**config.mk**
```make
export PLATFORM = sky130hd
export DESIGN_NAME = io_ram_stream_rd
export DESIGN_NICKNAME = d
export VERILOG_FILES = /design/src/rtl/lzw_io_pkg.sv /design/src/rtl/io_rd_skid.sv /design/src/rtl/io_ram_stream_rd.sv
export SDC_FILE = /design/constraint.sdc
export NUM_CORES = 1
export LEC_CHECK = 0
export CAP_MARGIN = 40
export CORE_UTILIZATION = 47
export CTS_CLUSTER_SIZE = 8
export DETAILED_ROUTE_END_ITERATION = 8
export PLACE_DENSITY = 0.84
export SYNTH_ARGS = -nofsm -noshare
export SYNTH_HDL_FRONTEND = slang
export SYNTH_SLANG_ARGS = --single-unit
```
**constraint.sdc**
```tcl
create_clock -name clk -period 2.5 [get_ports clk]
set_input_delay 0.25 -clock clk [delete_from_list [all_inputs] [get_ports clk]]
set_output_delay 0.25 -clock clk [all_outputs]
set_load 0.1 [all_outputs]
```
**src/rtl/lzw_io_pkg.sv**
```systemverilog
// Shared constants and types for the LZW I/O RAM stream reader.
// Optional feature macro used by io_ram_stream_rd: IO_RAM_STREAM_RD_SUM_EN.
package lzw_io_pkg;

    localparam int unsigned ADDR_W     = 12;
    localparam int unsigned DATA_W     = 8;
    localparam int unsigned LEN_W      = 13;
    localparam int unsigned SKID_DEPTH = 2;

    typedef enum logic [1:0] {
        IDLE  = 2'd0,
        RUN   = 2'd1,
        DRAIN = 2'd2
    } rd_state_t;

    // Width of an occupancy counter able to hold 0..depth.
    function automatic int unsigned cnt_width(input int unsigned depth);
        return $clog2(depth + 1);
    endfunction

endpackage

```
**src/rtl/io_rd_skid.sv**
```systemverilog
// Small synchronous FIFO that absorbs the RAM read latency ahead of the
// output stream. The head entry is a register, so pop_data has no path
// from push_data.
module io_rd_skid
    import lzw_io_pkg::*;
#(
    parameter int unsigned DEPTH = 2,
    parameter int unsigned WIDTH = 8
) (
    input  logic                         clk,
    input  logic                         rst_n,
    input  logic                         push,
    input  logic [WIDTH-1:0]             push_data,
    input  logic                         pop,
    output logic [WIDTH-1:0]             pop_data,
    output logic                         empty,
    output logic [cnt_width(DEPTH)-1:0]  count
);

    localparam int unsigned CNT_W = cnt_width(DEPTH);
    localparam int unsigned PTR_W = (DEPTH > 1) ? $clog2(DEPTH) : 1;
    localparam logic [PTR_W-1:0] PTR_MAX = PTR_W'(DEPTH - 1);
    localparam logic [CNT_W-1:0] CNT_FULL = CNT_W'(DEPTH);

    logic [WIDTH-1:0] mem [DEPTH];
    logic [PTR_W-1:0] rd_ptr;
    logic [PTR_W-1:0] wr_ptr;
    logic             do_push;
    logic             do_pop;

    function automatic logic [PTR_W-1:0] ptr_inc(input logic [PTR_W-1:0] p);
        return (p == PTR_MAX) ? '0 : p + PTR_W'(1);
    endfunction

    // Qualify push/pop so the FIFO can never over- or underflow.
    always_comb begin
        do_pop  = pop && (count != '0);
        do_push = push && ((count != CNT_FULL) || do_pop);
    end

    // Storage, pointers and occupancy.
    always_ff @(posedge clk) begin
        if (!rst_n) begin
            for (int unsigned i = 0; i < DEPTH; i++) begin
                mem[i] <= '0;
            end
            rd_ptr <= '0;
            wr_ptr <= '0;
            count  <= '0;
        end else begin
            if (do_push) begin
                mem[wr_ptr] <= push_data;
                wr_ptr      <= ptr_inc(wr_ptr);
            end
            if (do_pop) begin
                rd_ptr <= ptr_inc(rd_ptr);
            end
            if (do_push && !do_pop) begin
                count <= count + CNT_W'(1);
            end else if (do_pop && !do_push) begin
                count <= count - CNT_W'(1);
            end
        end
    end

    // Head entry and empty flag.
    always_comb begin
        pop_data = mem[rd_ptr];
        empty    = (count == '0);
    end

endmodule

```
**src/rtl/io_ram_stream_rd.sv**
```systemverilog
// Read-side initiator for one port of the banked I/O byte RAM. Fetches a
// block of consecutive bytes and presents them as a valid/ready stream.
// Optional feature: define IO_RAM_STREAM_RD_SUM_EN to enable the rd_sum
// running checksum; otherwise rd_sum is tied to zero.
module io_ram_stream_rd #(
    parameter int unsigned ADDR_W     = lzw_io_pkg::ADDR_W,
    parameter int unsigned DATA_W     = lzw_io_pkg::DATA_W,
    parameter int unsigned LEN_W      = lzw_io_pkg::LEN_W,
    parameter int unsigned SKID_DEPTH = lzw_io_pkg::SKID_DEPTH
) (
    input  logic              clk,
    input  logic              rst_n,
    input  logic              start,
    input  logic [ADDR_W-1:0] base_addr,
    input  logic [LEN_W-1:0]  length,
    output logic              busy,
    output logic              done,
    output logic              ram_en,
    output logic              ram_wr,
    output logic [ADDR_W-1:0] ram_addr,
    input  logic [DATA_W-1:0] ram_rd_data,
    output logic              out_valid,
    output logic [DATA_W-1:0] out_data,
    output logic              out_last,
    input  logic              out_ready,
    output logic [DATA_W-1:0] rd_sum
);

    import lzw_io_pkg::*;

    localparam int unsigned CNT_W = cnt_width(SKID_DEPTH);
    localparam logic [CNT_W:0] DEPTH_C = (CNT_W + 1)'(SKID_DEPTH);

    rd_state_t         state;
    rd_state_t         state_nxt;
    logic [ADDR_W-1:0] addr;
    logic [ADDR_W-1:0] last_addr;
    logic [LEN_W-1:0]  issue_rem;
    logic [LEN_W-1:0]  deliv_rem;
    logic              inflight;
    logic              done_r;
    logic [CNT_W-1:0]  occ;
    logic [CNT_W:0]    occ_after;
    logic              empty;
    logic              credit;
    logic              issue;
    logic              accept;
    logic              start_acc;

    io_rd_skid #(
        .DEPTH (SKID_DEPTH),
        .WIDTH (DATA_W)
    ) u_skid (
        .clk       (clk),
        .rst_n     (rst_n),
        .push      (inflight),
        .push_data (ram_rd_data),
        .pop       (accept),
        .pop_data  (out_data),
        .empty     (empty),
        .count     (occ)
    );

    // State register.
    always_ff @(posedge clk) begin
        if (!rst_n) begin
            state <= IDLE;
        end else begin
            state <= state_nxt;
        end
    end

    // Next-state logic.
    always_comb begin
        state_nxt = state;
        case (state)
            IDLE: begin
                if (start && (length != '0)) begin
                    state_nxt = RUN;
                end
            end
            RUN: begin
                if (issue && (issue_rem == LEN_W'(1))) begin
                    state_nxt = DRAIN;
                end
            end
            DRAIN: begin
                if (accept && out_last) begin
                    state_nxt = IDLE;
                end
            end
            default: state_nxt = IDLE;
        endcase
    end

    // Outputs and issue credit. The byte leaving this cycle is counted as
    // freed so a new read can be issued behind it; without that the
    // stream could not sustain one byte per clock with a 2-entry buffer.
    always_comb begin
        busy      = (state != IDLE);
        start_acc = (state == IDLE) && start;
        out_valid = !empty;
        out_last  = out_valid && (deliv_rem == LEN_W'(1));
        accept    = out_valid && out_ready;
        occ_after = {1'b0, occ} + (CNT_W + 1)'(inflight) - (CNT_W + 1)'(accept);
        credit    = (occ_after < DEPTH_C);
        issue     = (state == RUN) && credit;
        ram_en    = issue;
        ram_wr    = 1'b0;
        ram_addr  = issue ? addr : last_addr;
        done      = done_r;
    end

    // Transfer datapath: address, remaining counts, in-flight flag, done.
    always_ff @(posedge clk) begin
        if (!rst_n) begin
            addr      <= '0;
            last_addr <= '0;
            issue_rem <= '0;
            deliv_rem <= '0;
            inflight  <= 1'b0;
            done_r    <= 1'b0;
        end else begin
            done_r   <= 1'b0;
            inflight <= issue;
            if (start_acc) begin
                addr      <= base_addr;
                issue_rem <= length;
                deliv_rem <= length;
                done_r    <= (length == '0);
            end
            if (issue) begin
                last_addr <= addr;
                addr      <= addr + ADDR_W'(1);
                issue_rem <= issue_rem - LEN_W'(1);
            end
            if (accept) begin
                deliv_rem <= deliv_rem - LEN_W'(1);
                if (out_last) begin
                    done_r <= 1'b1;
                end
            end
        end
    end

`ifdef IO_RAM_STREAM_RD_SUM_EN
    logic [DATA_W-1:0] sum_r;

    // Modulo sum of accepted bytes, cleared by each accepted start.
    always_ff @(posedge clk) begin
        if (!rst_n) begin
            sum_r <= '0;
        end else if (start_acc) begin
            sum_r <= '0;
        end else if (accept) begin
            sum_r <= sum_r + out_data;
        end
    end

    assign rd_sum = sum_r;
`else
    assign rd_sum = '0;
`endif

endmodule

```
==> results by group, run 1 <==
Final layout
  – Syn-to-layout area delta: 37.0%
  – Layout cell share with drive strength beyond 1: 0.236
  – Final #Nets: roughly 560
  – ANT cells: 0

Power
  – Logic pwr share: 0.476
  – Overall power: roughly 0.0051 W
  – Maximum vdd drop: ~0.00044 V
  – Sw Share: 0.425
  – Part of the power in registers: 0.323
  – Clock Power Share: 0.200
  – Cell Pwr Density: just under 1000 nW/um2
  – Net switching power: between 0.002 and 0.0025 W
  – P_int: roughly 0.003 W
  – LEAKAGE: 2.09 nW

Timing
  – Crit path time final: around 2800 ps
  – Setup repair after global routing missed its margin: true
  – Setup_tns: -3200 ps
  – Final Hold Fails: 0
  – Fmax: 0.360 GHz
  – Worst-case clock skew: roughly 11 ps
  – Share of the clock period used by the worst path: 1.11
  – Worst setup margin: -275 ps
  – Worst Tran Pin Value: roughly 640 ps
  – Max-slew violation count: 0
  – Final setup viols: 14
  – Slew margin rel.: 0.569

Clock network
  – Clock Latency Late Sink: ~350 ps
  – CTS max path bufs: 2
  – Clk slew on worst S/H paths: ~80 ps
  – CTS H-tree lvls: 3
  – CTS tree: yes
  – Clock Sinks: 75
  – Root buf cell: clkbuf_8
  – CTS Hold Bufs: 0
  – Num CTS Buffers: 9

Logic synthesis
  – Syn_area_per_cell: around 9.0 um2
  – Post-Syn Instances: about 430
  – Synthesis-stage register bit count: 75
  – Ys flop type: dfxtp_1
  – Synth area leader: dfxtp_1
  – Distinct cell type count after synthesis: 56
  – Share of the synthesized area in the top cell type: 0.305
  – Commonest cells in the netlist: 59 x dfxtp_1, 34 x nand2_1, 29 x and2_1, 24 x a21oi_1, 24 x o21ai_0
  – Cell Area, Synth: approximately 3900 um2
  – Sequential share of the synthesized area: 0.429
  – Top-count cell post-synth: dfxtp_1
  – EDFF count, synth: 16
  – Share of flip-flops with an asynchronous set or reset: 0
  – Ranking of synthesized cells by area: dfxtp_1 30%, edfxtp_1 12%, mux2_2 5.2%
  – YS warnings: 0

Global route
  – First-pass GRT wire length: approximately 18,000 um
  – Largest net degree at the start of global routing: 38
  – Initial antenna violation count: 0
  – GRT Util Overall: 0.259
  – Remaining Overflow, GRT: 0
  – Vias in the first global route: approximately 3,700

Worst setup path
  – Crit-path max FO: 8
  – Worst Reg-to-Reg Cells: 10
  – Worst EP arrival: 2520 ps
  – WS Path Type: flop to output pin
  – Worst reg2reg path startpoint: u_skid.count[0]
  – Critical Path Source: u_skid.count[0]
  – Critical Path Source Type: flop
  – CP Capture Point: ram_addr[3]
  – R2r setup slk: -40 ps
  – Worst r2r dst: state[0]
  – WP data required: between 2000 and 2500 ps
  – Setup crit end kind: output pin

Detailed routing
  – Initial DRT Pass Iterations: 5
  – Final wirelength: approximately 11,000 um
  – Antenna viol nets, final: 0
  – Violation count after the first detailed-routing iteration: about 260
  – Vias: around 3,700
  – Vias per cell: about 6
  – Avg WL per Cell: roughly 17 um
  – # DRC: 0

Place
  – Port bufs: 61
  – RD Place Congestion: around 0.9
  – DPL Wire Length: 7530 um

Floorplan
  – Die Ht: roughly 93 um
  – Cell Rows: 32
  – Initial Util: 0.494
  – Die outline width: 92.8 um
  – Placeable Area: 7850 um2
  – Die Area: around 8600 um2
  – IO Count: 71

Status
  – Failing checks: setup timing
  – Status: finished, violations left

Min path
  – Hold Path Class: flop to flop

Run
  – Max-cap violations: 0
==> placed cells by master (no fill, tap or decap), types with 3 or more instances in the layout <==
cell,n
a21oi_1,24
o211ai_1,8
nor4_1,9
nand4_1,4
a21o_1,3
buf_4,45
or4_1,5
a31oi_1,12
edfxtp_1,16
nand2_1,33
xor2_1,3
nand2b_1,4
mux2_4,10
or3_1,12
a22oi_1,6
mux2_2,8
and2_1,29
conb_1,9
clkbuf_8,9
a211oi_1,6
dfxtp_1,57
a2bb2oi_1,6
or2_2,5
o21ai_0,21
buf_12,15
inv_1,13
clkdlybuf4s50_1,35
xnor2_1,4
nor3_1,10
o21a_1,5
ha_1,6
nand3_1,8
buf_6,3
nor2_1,19
o311ai_0,3
==> layer usage <==
metal / global-route usage / vias up / wire length [um]
li1: - / 1746 / -
met1: 0.320 / 1779 / 4450
met2: 0.449 / 185 / 5250
met3: 0.0411 / 36 / 771
met4: 0.104 / 0 / 323
met5: 0 / - / 0
==> logic make-up (layout without fill, tap and decap cells) <==
group,Yosys count,after routing,synth area share
AO/OA/AOI/OAI,118,118,0.202
XOR/XNOR,8,8,0.0181
adder cells (fa/ha/maj),7,7,0.0245
buffers and inverters,45,130,0.0526
flip-flops,75,75,0.429
multiplexers,19,19,0.0549
other,1,9,0.000968
AND/OR/NAND/NOR,156,156,0.218
==> power by group through the flow <==
stage	sequential, W	combinational, W	clock, W
2_1_floorplan	0.00161	0.00168	0
5_1_grt	0.00169	0.00259	0.00110
3_5_place_dp	0.00168	0.00229	0
4_1_cts	0.00165	0.00241	0.00104
3_3_place_gp	0.00166	0.00223	0
6_report	0.00166	0.00245	0.00103
==> cell type report <==
type                       count  area [um2]
clock inverter                 6        87.6
sequential                    75        1670
clock buffer                  10         128
multi-input combinational    317        2180
fill                         601        2540
inverter                      13        48.8
timing repair buffer         101        1070
tap                          102         128
==> how the worst min path moves through the flow <==
stage / from / to / slack, ps / cells after the start
detailed placement: u_skid.rd_ptr / u_skid.rd_ptr / 510 / 2
global route: deliv_rem[1] / deliv_rem[1] / 550 / 2
CTS: deliv_rem[1] / deliv_rem[1] / 520 / 2
floorplan: length[7] / issue_rem[7] / 400 / 2
global placement: issue_rem[10] / issue_rem[10] / 490 / 2
finish: issue_rem[10] / issue_rem[10] / 520 / 2
==> metrics by stage <==
stage	setup slack (ps)	instances	util	hold slack, ps	instance area, um2
4_1_cts	-251	624	0.673	519	5280
3_5_place_dp	-319	603	0.631	506	4950
5_1_grt	-338	624	0.676	546	5310
2_1_floorplan	-135	437	-	400	3990
6_report	-275	624	0.676	519	5310
3_3_place_gp	-231	603	0.631	488	4950
==> flip-flops by register name (all words and copies together), names as in the netlist, named ones only <==
register	flops
u_skid.rd_ptr	1
u_skid.mem	16
inflight	1
addr	12
done	1
state	2
u_skid.wr_ptr	1
issue_rem	13
u_skid.count	2
deliv_rem	13
last_addr	12
==> critical path: stages (launching register included) <==
cell and delay [ps]:
dfxtp_2 340, nand2b_4 150, nor2_4 100, o21ai_2 60, fa_2 530, and3b_2 230
nand2_4 90, buf_12 170, mux2_4 330, buf_12 170
==> what timing repair did <==
item                       CTS  global route
pin swaps                    4             5
setup endpoints to repair   16            23
resized for setup           18             7
cloned                       1             0
setup buffers                4             0
Power figures use the tool's default switching activity.
==> run 2: changes to the inputs <==
--- a/config.mk
+++ b/config.mk
@@ -8,6 +8,8 @@
 export CAP_MARGIN = 40
-export CORE_UTILIZATION = 47
+export CELL_PAD_IN_SITES_DETAIL_PLACEMENT = 0
+export CELL_PAD_IN_SITES_GLOBAL_PLACEMENT = 1
+export CORE_UTILIZATION = 36
 export CTS_CLUSTER_SIZE = 8
 export DETAILED_ROUTE_END_ITERATION = 8
-export PLACE_DENSITY = 0.84
+export PLACE_DENSITY = 0.85
 export SYNTH_ARGS = -nofsm -noshare
==> constraint.sdc (replaced) <==
create_clock -name clk -period 2.5 [get_ports clk]
set_input_delay 0.5 -clock clk [delete_from_list [all_inputs] [get_ports clk]]
set_output_delay 0.5 -clock clk [all_outputs]
set_load 0.1 [all_outputs]
==> results by group, run 2 (same netlist as run 1, synthesis figures left out) <==
Detailed routing
  – Initial DRT Pass Iterations: 5 (unchanged)
  – Vias per cell: 5.45 (-9.1%)
  – Violation count after the first detailed-routing iteration: 184 (-30%)
  – Avg WL per Cell: 16.0 um (-7.4%)
  – Antenna viol nets, final: 0 (unchanged)
  – Final wirelength: 10,600 um (-1.4%)
  – # DRC: 0 (unchanged)
  – Vias: 3,627 (-3.2%)

Floorplan
  – Die outline width: 106 um (+14%)
  – Cell Rows: 37 (+16%)
  – Die Area: 11,200 um2 (+30%)
  – IO Count: 71 (unchanged)
  – Die Ht: 106 um (+14%)
  – Placeable Area: 10,400 um2 (+32%)
  – Initial Util: 0.374 (-0.120)

Worst setup path
  – Crit path cell chain: buf_4, nor2b_4, o21ai_2, fa_1, and3b_2, nand2_4, buf_16, mux2_4, buf_12
  – Worst EP arrival: 2510 ps (about the same)
  – Crit-path max FO: 5 (-3)
  – Critical Path Max Stage Delay: 440 ps (-90 ps)
  – Setup crit end kind: output pin
  – Buf/Inv on CP: 3 (+1)
  – CP top delay family: simple AND/OR/NAND/NOR gates
  – WS Path Type: flop to output pin
  – Worst Reg-to-Reg Cells: 11 (+1)
  – Stages on the worst setup path: 9 (unchanged)
  – Critical Path Source Type: flop
  – Slowest stage cell, crit path: fa_1
  – WP data required: 2000 ps (-250 ps)

Final layout
  – Fill cells: 948 (+58%)
  – Syn-to-layout area delta: 41.8%
  – Most common cell after layout, fill and taps aside: dfxtp_1
  – Flip-flop and latch area: 1670 um2 (+0.38%)
  – Layout cell share with drive strength beyond 1: 0.274 (+0.0385)
  – Multi-input combinational cell area: 2240 um2 (+3.1%)
  – ANT cells: 0 (unchanged)
  – Top reg by flops: u_skid.mem
  – Max reg flops: 16 (unchanged)
  – Biggest regs: u_skid.mem (16), deliv_rem (13), issue_rem (13)
  – Fin area: 5490 um2 (+3.5%)
  – Final #Nets: 568 (+1.2%)
  – Most frequent cells in the layout: 54 x dfxtp_1, 48 x buf_4, 35 x clkdlybuf4s50_1, 33 x nand2_1, 29 x and2_1
  – Util after Layout: 0.530 (-0.147)

Power
  – Overall power: 0.00521 W (+1.3%)
  – Maximum vdd drop: 0.000693 V (+58%)
  – LEAKAGE: 2.14 nW (+2.3%)
  – Cell Pwr Density: 948 nW/um2 (-2.2%)

Timing
  – Fmax: 0.333 GHz (-7.7%)
  – Worst-case clock skew: 10.1 ps (-0.695 ps)
  – Slew margin rel.: 0.568 (-0.00144)
  – Final setup viols: 20 (+6)
  – Worst hold margin: 521 ps (+1.62 ps)
  – Worst Tran Pin Value: 644 ps (+2.15 ps)
  – Setup_tns: -6410 ps (-3200 ps)
  – Max-slew violation count: 0 (unchanged)
  – Setup repair after global routing missed its margin: true
  – Share of the clock period used by the worst path: 1.20 (+0.0921)
  – Crit path time final: 3010 ps (+230 ps)
  – Worst setup margin: -505 ps (-230 ps)
  – Final Hold Fails: 0 (unchanged)

Place
  – RD Place Congestion: 0.839 (-6.9%)
  – Post-Place Cell Area: 5040 um2 (+1.8%)
  – DPL Wire Length: 7550 um (+0.26%)
  – Port bufs: 61 (unchanged)

Global route
  – Vias in the first global route: 3,515 (-4.5%)
  – Remaining Overflow, GRT: 0 (unchanged)
  – GRT Util Overall: 0.192 (-0.0676)
  – Largest net degree at the start of global routing: 38 (unchanged)
  – First-pass GRT wire length: 17,200 um (-1.9%)
  – Initial antenna violation count: 0 (unchanged)

Clock network
  – CTS Hold Bufs: 0 (unchanged)
  – CTS H-tree lvls: 3 (unchanged)
  – Clock Sinks: 75 (unchanged)
  – CTS tree: yes
  – Root buf cell: clkbuf_8
  – CTS max path bufs: 2 (unchanged)
  – Clk slew on worst S/H paths: 80 ps (about the same)
  – Clock Latency Late Sink: 350 ps (about the same)
  – Num CTS Buffers: 9 (unchanged)

Min path
  – Hold path depth: 2 (unchanged)
  – Hold Path Class: flop to flop

Status
  – Failing checks: setup timing
  – Status: finished, violations left

Run
  – Max-cap violations: 0 (unchanged)
[run 2: path summary, 6_finish.rpt]
kind                       end  slack, ps             from
setup reg to reg  issue_rem[8]       -160  u_skid.count[0]
hold reg to reg   issue_rem[8]        520     issue_rem[8]
hold / removal    issue_rem[8]        520     issue_rem[8]
setup / recovery   ram_addr[6]       -510  u_skid.count[0]
[run 2: layout make-up]
type,count,share of cell area
inverter,13,0.0102
timing repair buffer,108,0.209
sequential,75,0.304
clock buffer,12,0.0285
tap,136,0.0310
multi-input combinational,317,0.408
clock inverter,4,0.00888
[run 2: report_power, final]
group,internal [W],switching (W)
registers,0.00145,0.000201
clock network,0.000522,0.000465
logic,0.00101,0.00156
total,0.00299,0.00222
[run 2: repair_timing]
action | CTS | global route
cloned | 1 | 0
setup endpoints to repair | 51 | 29
gates resized for setup | 23 | 16
pin swaps | 8 | 9
setup buffers | 9 | 7
[run 2: routing by layer]
metal / track usage / routed length [um] / share of wire / vias to the layer above
li1: - / - / - / 1759
met1: 0.253 / 4900 / 0.46 / 1759
met2: 0.319 / 5140 / 0.48 / 95
met3: 0.0272 / 459 / 0.043 / 14
met4: 0.0675 / 154 / 0.014 / 0
met5: 0 / 0 / 0 / -
[run 2: metrics by stage]
step	setup WS, ps	cells
floorplan	-217	437
global placement	-771	635
detailed placement	-798	635
CTS	-513	660
global route	-563	665
finish	-505	665
[run 2: worst register-to-register path: stages (launching register included)]
cell and delay (ps):
dfxtp_2 330, nand2b_4 140, nor2_4 110, o21ai_2 70, fa_1 500, buf_4 110, nand3b_1 170, buf_4 200
buf_6 110, or3_4 420, o311ai_2 290, a21oi_1 90
